## src/rtl/imem_fetch_ctrl.sv

```systemverilog
`default_nettype none
// ============================================================================
// Module   : imem_fetch_ctrl
// Brief    : Instruction fetch controller. It owns the PC, reads a
//            combinational instruction memory, and buffers words in a small
//            prefetch queue that feeds decode over a valid/ready handshake.
// Revision : 1.0 - initial release
// ============================================================================
module imem_fetch_ctrl #(
    parameter int          DEPTH     = 2,
    parameter int          MEM_WORDS = 64,
    parameter logic [31:0] RESET_PC  = 32'h0
) (
    input  logic        clk,
    input  logic        reset,
    output logic [31:0] imem_addr,
    input  logic [31:0] imem_rd,
    output logic [31:0] instr,
    output logic [31:0] instr_pc,
    output logic        instr_valid,
    input  logic        instr_ready,
    input  logic        redirect,
    input  logic [31:0] redirect_pc,
    output logic        done
);

    localparam int          c_PTR_W = (DEPTH > 1) ? $clog2(DEPTH) : 1;
    localparam int          c_CNT_W = $clog2(DEPTH + 1);
    localparam logic [31:0] c_LIMIT = 32'(MEM_WORDS * 4);
    localparam logic [c_CNT_W-1:0] c_DEPTH = c_CNT_W'(DEPTH);

    logic [31:0]        r_pc;
    logic [c_PTR_W-1:0] r_head;
    logic [c_PTR_W-1:0] r_tail;
    logic [c_CNT_W-1:0] r_count;
    logic [31:0]        r_ent_pc   [DEPTH];
    logic [31:0]        r_ent_word [DEPTH];

    logic        w_halted;
    logic        w_pop;
    logic        w_push;
    logic [31:0] w_target;

    assign w_halted = (r_pc >= c_LIMIT);
    assign w_pop    = instr_valid & instr_ready;
    assign w_push   = ~w_halted & ((r_count < c_DEPTH) | w_pop);
    // Masking keeps every redirect_pc bit in use while forcing word alignment.
    assign w_target = redirect_pc & 32'hFFFF_FFFC;

    always_ff @(posedge clk) begin
        if (reset) begin
            r_pc    <= RESET_PC;
            r_head  <= '0;
            r_tail  <= '0;
            r_count <= '0;
        end else if (redirect) begin
            r_pc    <= w_target;
            r_head  <= '0;
            r_tail  <= '0;
            r_count <= '0;
        end else begin
            if (w_push) begin
                r_tail <= r_tail + c_PTR_W'(1);
                r_pc   <= r_pc + 32'd4;
            end
            if (w_pop) begin
                r_head <= r_head + c_PTR_W'(1);
            end
            case ({w_push, w_pop})
                2'b10:   r_count <= r_count + c_CNT_W'(1);
                2'b01:   r_count <= r_count - c_CNT_W'(1);
                default: r_count <= r_count;
            endcase
        end
    end

    // Storage needs no reset: entries are only observed when count says valid.
    always_ff @(posedge clk) begin
        if (!reset && !redirect && w_push) begin
            r_ent_pc[r_tail]   <= r_pc;
            r_ent_word[r_tail] <= imem_rd;
        end
    end

    assign imem_addr   = r_pc;
    assign instr_valid = (r_count != '0);
    assign instr       = r_ent_word[r_head];
    assign instr_pc    = r_ent_pc[r_head];
    assign done        = w_halted & (r_count == '0);

endmodule
`default_nettype wire

```

## config.mk

```make
export PLATFORM = sky130hd
export DESIGN_NAME = imem_fetch_ctrl
export DESIGN_NICKNAME = d
export VERILOG_FILES = /design/src/rtl/imem_fetch_ctrl.sv
export SDC_FILE = /design/constraint.sdc
export NUM_CORES = 1
export LEC_CHECK = 0
export ABC_AREA = 0
export ABC_CLOCK_PERIOD_IN_PS = 9400
export CORE_AREA = 2 2 146 148
export CTS_CLUSTER_DIAMETER = 30
export DETAILED_ROUTE_END_ITERATION = 8
export DIE_AREA = 0 0 148 150
export GPL_ROUTABILITY_DRIVEN = 0
export MAX_ROUTING_LAYER = met4
export SLEW_MARGIN = 10
export SYNTH_ARGS = -nofsm -noshare
export SYNTH_HDL_FRONTEND = slang
export SYNTH_SLANG_ARGS = --single-unit
```

## constraint.sdc

```tcl
create_clock -name clk -period 9.4 [get_ports clk]
set_input_delay 1.88 -clock clk [delete_from_list [all_inputs] [get_ports clk]]
set_output_delay 1.88 -clock clk [all_outputs]
set_load 0.03 [all_outputs]
```

; ---- Yosys cells after proc, flatten, opt, wreduce, memory -nomap -nowiden
; Memory sizes are Yosys's and may differ from the RTL's. A register that Yosys moved wholly into a read port is not among the register bits.
; Index checks and enable logic that the tools add are counted.
[op_classes]
multipliers = 0
n_eq_ne = 2
addsub = 5
n_mux = 9
n_div = 0
n_lt_le_gt_ge = 2
bitwise = 5
n_reduce_logical = 9
shift = 0
[op_table]
columns = op, count
row1 = $mux W32, 2
row2 = $add A32 B3 Y32 const B, 1
row3 = $ge A32 B9 Y1 const B, 1
row4 = $mux W1, 6
row5 = $reduce_bool A2 Y1, 3
row6 = $pmux W2 S2, 1
row7 = $and A1 B1 Y1, 3
row8 = $add A1 B1 Y1 const B, 2
row9 = $add A2 B1 Y2 const B, 1
row10 = $eq A2 B1 Y1 const B, 1
row11 = $eq A2 B2 Y1 const B, 1
row12 = $logic_and A1 B1 Y1, 2
row13 = $logic_not A1 Y1, 2
row14 = $logic_not A2 Y1, 1
row15 = $lt A2 B2 Y1 const B, 1
row16 = $reduce_or A2 Y1, 1
row17 = $sub A2 B1 Y2 const B, 1
row18 = $not A1 Y1, 1
row19 = $or A1 B1 Y1, 1
[word_totals]
output_inout_bits = 98
latchBits = 0
ramBits = 128
memories = 2
regBits = 36
mem_bits_ro = 0
[mem_list]
columns = memory, words, word_bits, rd, rd_ports_with_merged_regs, wr, line_no
row1 = r_ent_pc, 2, 32, 1, 1, 1, 36  ; logic [31:0] r_ent_pc [DEPTH];
row2 = r_ent_word, 2, 32, 1, 1, 1, 37  ; logic [31:0] r_ent_word [DEPTH];

; ---- Logic depth before layout (Yosys ltp)
; Gate-level depths: netlist of the first run.
[logic_depth]
ltp_word = 7
ltp_mapped = 8
ltp_nobuf = 7

; ---- Worst setup path before layout of the first run
; OpenSTA, ideal clock, no wires.
[synth_timing]
path_type = input to register
from = input port instr_ready
to = memory r_ent_pc[0][10] (enable)
setup_ns = 0.558
path_slack_ns = 2.230
cell_stages = 5
arrival_time_ns = 6.612
cell_sequence = nand2b_1 -> nand3_1 -> or2_1 -> buf_6 -> nor3_1
[synth_between]
elab_chain_len = 6
[synth_lines]
columns = element, line_no
row1 = "start, declared", 21  ; input logic instr_ready,
row2 = $and A1 B1 Y1, 45  ; assign w_pop = instr_valid & instr_ready;
row3 = $or A1 B1 Y1, 46  ; assign w_push = ~w_halted & ((r_count < c_DEPTH) | w_pop);
row4 = $and A1 B1 Y1, 46
row5 = $logic_and A1 B1 Y1, 79  ; if (!reset && !redirect && w_push) begin
row6 = $mux W1, 79
row7 = $mux W1 (implied by the code), 80  ; r_ent_pc[r_tail] <= r_pc;
row8 = "end, declared", 36
; Every way passes these cells.

; ---- Final worst setup path of the first run
[layout_timing]
from = register r_pc[16] (netlist: imem_addr[16])
to = output port done
[layout_between]
elab_chain_len = 2
[layout_lines]
columns = element, line_no
row1 = "start, declared", 32  ; logic [31:0] r_pc;
row2 = "start signal, assigned", 57  ; r_pc <= w_target;
row3 = "start signal, assigned", 64  ; r_pc <= r_pc + 32'd4;
row4 = $ge A32 B9 Y1, 44  ; assign w_halted = (r_pc >= c_LIMIT);
row5 = $and A1 B1 Y1, 89  ; assign done = w_halted & (r_count == '0);
row6 = "end, declared", 24  ; output logic done
; Every way passes these cells.

==> results of run 1 <==
==> stage by stage <==
stage / cell area [um^2] / hold WS, ns / setup slack, ns / util
CTS: 8482 / 0.5107 / 4.901 / 0.4100
global placement: 7944 / 0.4935 / 4.864 / 0.3840
detailed placement: 7944 / 0.4948 / 4.816 / 0.3840
finish: 8484 / 0.5166 / 4.985 / 0.4101
global route: 8484 / 0.5446 / 4.752 / 0.4101
floorplan: 6087 / 0.4668 / 2.230 / -
==> placed cells by master (no fill, tap or decap), types with 2 or more instances in the layout <==
cell and count:
buf_4 3, mux2i_1 23, or2_2 3, or3_1 2, nor2_1 33, inv_1 10
a21oi_1 5, o31a_1 3, nor3_2 2, nand2_1 2, ha_1 3, mux2_2 62
clkbuf_16 17, o211a_1 2, nor3_1 2, nand3_1 7, o21ai_0 4, xnor2_1 2
a221o_1 2, conb_1 4, clkdlybuf4s50_1 158, clkinvlp_4 8, a211oi_1 2, nor4_2 6
nor4_1 3, inv_6 4, edfxtp_1 124, dfxtp_1 34
==> worst paths after layout <==
| kind | from | endpoint | slack (ns) | depth (start not counted) |
|---|---|---|---|---|
| max reg2reg | imem_addr[16] | r_ent_pc[0][23] | 6.29 | 5 |
| max | imem_addr[16] | done | 4.98 | 5 |
| min | r_count[1] | r_count[1] | 0.52 | 2 |
| min reg2reg | r_count[1] | r_count[1] | 0.52 | 2 |
==> logic make-up after synthesis <==
family                     count (synthesis)  share of synthesized area
DFF                                      159                     0.7282
adders and majority gates                  3                   0.006179
and+or+nand+nor                           67                    0.05890
xor gates and xnor gates                   3                   0.004325
muxes                                     85                     0.1528
buffers and inverters                     32                    0.02430
AOI/OAI and AO/OA                         20                    0.02471
other                                      1                  0.0006172
==> flip-flops by register name (all words and copies together) (netlist names), named ones only <==
name,count
imem_addr,30
r_count,2
r_ent_pc,60
r_ent_word,64
r_head,1
r_tail,1
==> Yosys cell counts (all sizes together), types with 3 or more instances <==
library cell,count,area share
a21oi,5,0.0041
ha,3,0.0062
nor3,4,0.0033
o31a,3,0.0043
or2,4,0.0041
buf,14,0.013
o21ai,4,0.0033
mux2,62,0.11
mux2i,23,0.038
nor2,33,0.020
inv,10,0.0062
nor4,9,0.015
nand3,7,0.0058
edfxtp,124,0.61
clkbuf,8,0.0049
dfxtp,35,0.12
==> final cells by class <==
class / instances / area (um^2) / share of cell area
sequential: 159 / 4428 / 0.5219
timing repair buffer: 162 / 1609 / 0.1896
multi-input combinational: 182 / 1525 / 0.1798
clock buffer: 18 / 429.2 / 0.05058
tap: 275 / 344.1 / 0.04055
clock inverter: 14 / 108.9 / 0.01283
inverter: 10 / 37.54 / 0.004424
antenna: 1 / 2.502 / 0.0002949
==> worst register-to-register path, delay by kind of cell (launching register included) <==
kind,cells,cell delay (ns)
flops,1,0.36
buf+inv,1,0.72
simple gates,4,1.61
==> per-layer routing <==
metal	GRT usage	up-vias	routed length (um)
li1	-	1707	-
met1	0.1460	1825	5958
met2	0.2074	114	6746
met3	0.03598	10	559
met4	0.03810	0	114
met5	-	-	0
==> power by group through the flow <==
stage / Sequential (W) / Clock, W / Combinational (W)
detailed placement: 0.000795 / 0 / 0.000102
finish: 0.000779 / 0.000627 / 0.000101
global route: 0.000781 / 0.000677 / 0.000108
floorplan: 0.000806 / 0 / 0.0000342
global placement: 0.000794 / 0 / 0.0000994
CTS: 0.000779 / 0.000652 / 0.000102
==> run_results.csv, run 1 <==
group,metric,value,unit
place,numPortBuffers,159,
final_layout,final.fill_count,1935,
grt,first_global_vias,3859,
pwr,power.share.clock,0.416,
timing,rsz_0062_raised_after_global_routing,"no",
pwr,netSwitchingFraction,0.2314,
pwr,ir_drop,0.0001086,V
floorplanning,core_area,20690,um^2
place,dp_hpwl,8431,um
timing,finalCritPeriodShare,0.4697,
critical_path,timing.critical_path.max_delay_family,"simple AND/OR/NAND/NOR gates",
critical_path,timing.critical_path.slowest_cell_delay,0.59,ns
floorplanning,floorplan.rows,53,
clock_network,htreeDepth,4,
logic_synthesis,synth_cell_type_count,37,
route,detail-route-antenna-nets,0,
grt,grt_pass1_wl,20350,um
pwr,finalPower,0.001507,W
clock_network,cts-root-to-sink-buffers,2,
route,post_drt_via_cell_ratio,4.453,
grt,grt_start_max_net_pins,63,
critical_path,cp_common_cell,"nor2_1",
final_layout,final_net_count,603,
floorplanning,i_o_pins,166,
timing,final-max-slew-violation-count,0,
final_layout,area_growth_syn_to_layout,39.64,%
critical_path,crit_path_top_delay_cell,"clkdlybuf4s50_1",
final_layout,drive_gt1_frac,0.2018,
critical_path,required,7.52,ns
floorplanning,die_area,22200,um^2
clock_network,post_cts_hold_buffer_count,0,
critical_path,crit_buf_inv,1,
route,detailedRoute.firstIterationViolations,119,
place,dp.cells,788,
pwr,cellPowerDensity,177.6,nW/um^2
floorplanning,die_y,150,um
route,wirelength,13380,um
route,routed_via_count,3656,
pwr,power.net_switching,0.0003487,W
route,route.detailed.wl_per_inst,16.30,um
grt,number_of_antenna_violations_at_the_first_check_in_global_routing,1,
critical_path,cp_cell_sequence,"nor4_2, nand4_1, nor2_1, nor2_1, clkdlybuf4s50_1",
logic_synthesis,synth.avg_cell_area,16.42,um^2
logic_synthesis,netlist_area,6076,um^2
timing,clock_skew_after_layout,0.01038,ns
clock_network,numCtsBuffers,17,
route,route.detailed.drc,0,
timing,timing.final.crit_period,4.415,ns
critical_path,worstSetupStartpointType,"register",
route,detailedRoute.firstPassIterationCount,4,
outcome,status,"complete, no violations",
worst_hold_path,worstHoldPathType,"register to register",
timing,tightestPinTransition,1.050,ns
critical_path,critical_path_peak_fanout,12,
grt,grt.overflow.total,0,
logic_synthesis,syn_inst,370,
clock_network,cts-resized-gates,0,
clock_network,clkSlewWorstSetupHoldPaths,0.07,ns
critical_path,cp-end-kind,"primary output",
logic_synthesis,yosysWarningCount,0,
pwr,power.internal,0.001158,W
timing,finalSetupTns,0,ns
critical_path,timing_worst_setup_path_type,"register to primary output",
run,drv_cap,0,
logic_synthesis,dominantRegCellSynth,"edfxtp_1",
floorplanning,floorplan.initialDensity,0.2937,
pwr,power_leakage,2.836,nW
logic_synthesis,number_of_enable_flip_flop_cells_after_synthesis,124,
timing,hold_violations,0,
timing,finalSetupViolCount,0,
timing,slew_headroom,0.2999,
logic_synthesis,postSynth.asyncResetShare,0,
pwr,power.sequential.fraction,0.517,
timing,max_freq,0.2265,GHz
final_layout,finish.cell_count_without_fillers,821,
floorplanning,die-width,148,um
critical_path,timing.critical_path.arrival,2.54,ns
logic_synthesis,yosysSeqAreaShare,0.7282,
clock_network,postCtsSetupBuffers,0,
pwr,combinationalPowerShare,0.067,
clock_network,clock_latency,0.41,ns
logic_synthesis,ys_ff_latch,159,
clock_network,tritoncts_clock_tree,"done",
clock_network,clock_tree.root_cell,"clkbuf_16",
clock_network,clock_sink_count,159,
grt,grt.total_usage,0.1243,
No activity file was read; power rests on OpenSTA's default activity.
==> run 2, diff against run 1 <==
ABC_CLOCK_PERIOD_IN_PS = 4000   (was 9400)
clock period = 4 ns   (was 9.4 ns; I/O delays follow)
==> run_results.csv, run 2 (same netlist as run 1, synthesis figures left out) <==
group,metric,value,unit
outcome,status,"complete, no violations",
clock_network,tritoncts_clock_tree,"done",
pwr,power.internal,0.002789,W
route,met2_wirelength,6462,um
route,post_drt_via_cell_ratio,4.400,
pwr,netSwitchingFraction,0.2151,
route,detailedRoute.firstIterationViolations,169,
pwr,power.net_switching,0.0007641,W
pwr,power.share.clock,0.418,
timing,tightestPinTransition,0.8769,ns
critical_path,timing_worst_setup_path_type,"register to primary output",
clock_network,clock_sink_count,159,
critical_path,crit_path_top_delay_cell,"clkdlybuf4s50_1",
pwr,power.sequential.fraction,0.516,
critical_path,crit-reg2reg-launch,"imem_addr[16]",
floorplanning,die_area,22200,um^2
timing,finalCritPeriodShare,0.8470,
final_layout,layout.cells.most_common,"clkdlybuf4s50_1",
timing,timing.final.crit_period,3.388,ns
final_layout,final_antenna_diode_count,0,
floorplanning,floorplan.rows,53,
timing,slew_headroom,0.4154,
floorplanning,die_y,150,um
clock_network,clkSlewWorstSetupHoldPaths,0.06,ns
critical_path,timing.critical_path.arrival,2.59,ns
route,detail_route.wirelength.met1,5799,um
timing,max_freq,0.2952,GHz
grt,grt.total_usage,0.1225,
route,route.detailed.wl_per_inst,15.85,um
run,drv_cap,0,
clock_network,numCtsBuffers,17,
final_layout,area_growth_syn_to_layout,40.26,%
place,dp_hpwl,8594,um
route,maxUsedRoutingLayer,"met4",
critical_path,cp_cell_sequence,"nor4_2, nand4_1, nor2_1, nor2_1, clkdlybuf4s50_1",
grt,number_of_antenna_violations_at_the_first_check_in_global_routing,0,
route,detail-route-antenna-nets,0,
floorplanning,die-width,148,um
pwr,ir_drop,0.0002640,V
pwr,combinationalPowerShare,0.067,
worst_hold_path,worstHoldPathType,"register to register",
critical_path,worstSetupStartpoint,"imem_addr[16]",
critical_path,ff2ff_path_depth,5,
floorplanning,core_area,20690,um^2
timing,final-max-slew-violation-count,0,
critical_path,setup.worst_path.end,"done",
place,numPortBuffers,159,
critical_path,cp-end-kind,"primary output",
grt,first_global_vias,3725,
pwr,cellPowerDensity,416.9,nW/um^2
timing,rsz_0062_raised_after_global_routing,"no",
place,pre_cts_slack,0.6496,ns
clock_network,postCtsSetupBuffers,0,
timing,clock_skew_after_layout,0.009698,ns
timing,hold_violations,0,
clock_network,post_cts_hold_buffer_count,0,
critical_path,critical_path_peak_fanout,12,
critical_path,crit_buf_inv,1,
floorplanning,floorplan.initialDensity,0.2937,
critical_path,required,3.20,ns
critical_path,worstSetupStartpointType,"register",
clock_network,cts-root-to-sink-buffers,2,
clock_network,htreeDepth,4,
pwr,power_leakage,2.881,nW
final_layout,layout_common_cells,"clkdlybuf4s50_1 (158), edfxtp_1 (124), mux2_2 (62)",
grt,grt.overflow.total,0,
critical_path,r2r_slack,0.97,ns
grt,grt_start_max_net_pins,63,
route,met3_length,681,um
critical_path,crit_cells,5,
final_layout,final_net_count,606,
final_layout,final.fill_count,1884,
grt,grt_pass1_wl,20020,um
timing,post-route-worst-setup-slack,0.6120,ns
clock_network,clock_tree.root_cell,"clkbuf_16",
route,wirelength,13050,um
final_layout,design_area,8522,um^2
critical_path,timing.critical_path.slowest_cell_delay,0.59,ns
route,routed_via_count,3621,
final_layout,largest_register_ff_count,64,
route,detailedRoute.firstPassIterationCount,4,
critical_path,cp_common_cell,"nor2_1",
final_layout,drive_gt1_frac,0.2026,
clock_network,clock_latency,0.41,ns
worst_hold_path,start_point_of_the_worst_min_delay_path,"r_count[1]",
critical_path,timing.critical_path.max_delay_family,"simple AND/OR/NAND/NOR gates",
final_layout,max_flop_register,"r_ent_word",
floorplanning,i_o_pins,166,
timing,finalSetupViolCount,0,
clock_network,cts-resized-gates,0,
critical_path,timing.rr.end,"r_ent_word[1][24]",
route,route.detailed.drc,0,
place,placed_area,7979,um^2
pwr,finalPower,0.003553,W
-- run 2: changes by cell type in the layout (fill, tap and decap cells not counted), sizes merged --
cell and delta:
diode -1, inv -4, clkbuf +3, clkinv +3, bufinv +1, buf +3
clkinvlp -3
-- run 2: metal layers --
metal | up-vias | global-route usage
met5 | - | -
met3 | 11 | 0.03720
li1 | 1720 | -
met4 | 0 | 0.03143
met1 | 1775 | 0.1496
met2 | 115 | 0.1993
-- run 2: worst min-delay path by stage --
stage                  to  slack, ns  depth (start not counted)
2_1_floorplan  r_count[1]       0.47                          2
3_3_place_gp   r_count[1]       0.49                          2
3_5_place_dp     register       0.50                          2
4_1_cts        r_count[1]       0.52                          2
5_1_grt        r_count[1]       0.54                          2
6_report       r_count[1]       0.51                          2
-- run 2: per-stage QoR --
step	util	hold slack, ns	TNS [ns]	std cells
CTS	0.4119	0.5164	0	823
global route	0.4119	0.5443	0	823
global placement	0.3856	0.4930	0	791
detailed placement	0.3856	0.4983	0	791
finish	0.4119	0.5145	0	823
floorplan	-	0.4668	-26.25	373
-- run 2: cell type report --
class / count / area [um^2] / share of cell area
well taps: 275 / 344.1 / 0.04038
repair buffers: 165 / 1632 / 0.1915
flip-flops and latches: 159 / 4428 / 0.5196
clock buffers: 21 / 450.4 / 0.05286
clock inverters: 11 / 92.59 / 0.01086
multi-input cells: 182 / 1538 / 0.1804
inverters: 10 / 37.54 / 0.004405
-- run 2: power by group through the flow --
stage	clock network [W]	logic, W	registers [W]
after detailed placement	0	0.000239	0.00187
after CTS	0.00154	0.000240	0.00183
final	0.00148	0.000237	0.00183
after floorplan	0	0.0000806	0.00189
after global routing	0.00160	0.000254	0.00184
after global placement	0	0.000235	0.00187
-- run 2: worst reg2reg max path, cell delays in order, from the launching register on --
cell and delay (ns):
dfxtp_1 0.35, nor4_2 0.41, nand4_1 0.50, or2_1 0.58, nor3_4 0.24, buf_4 0.53
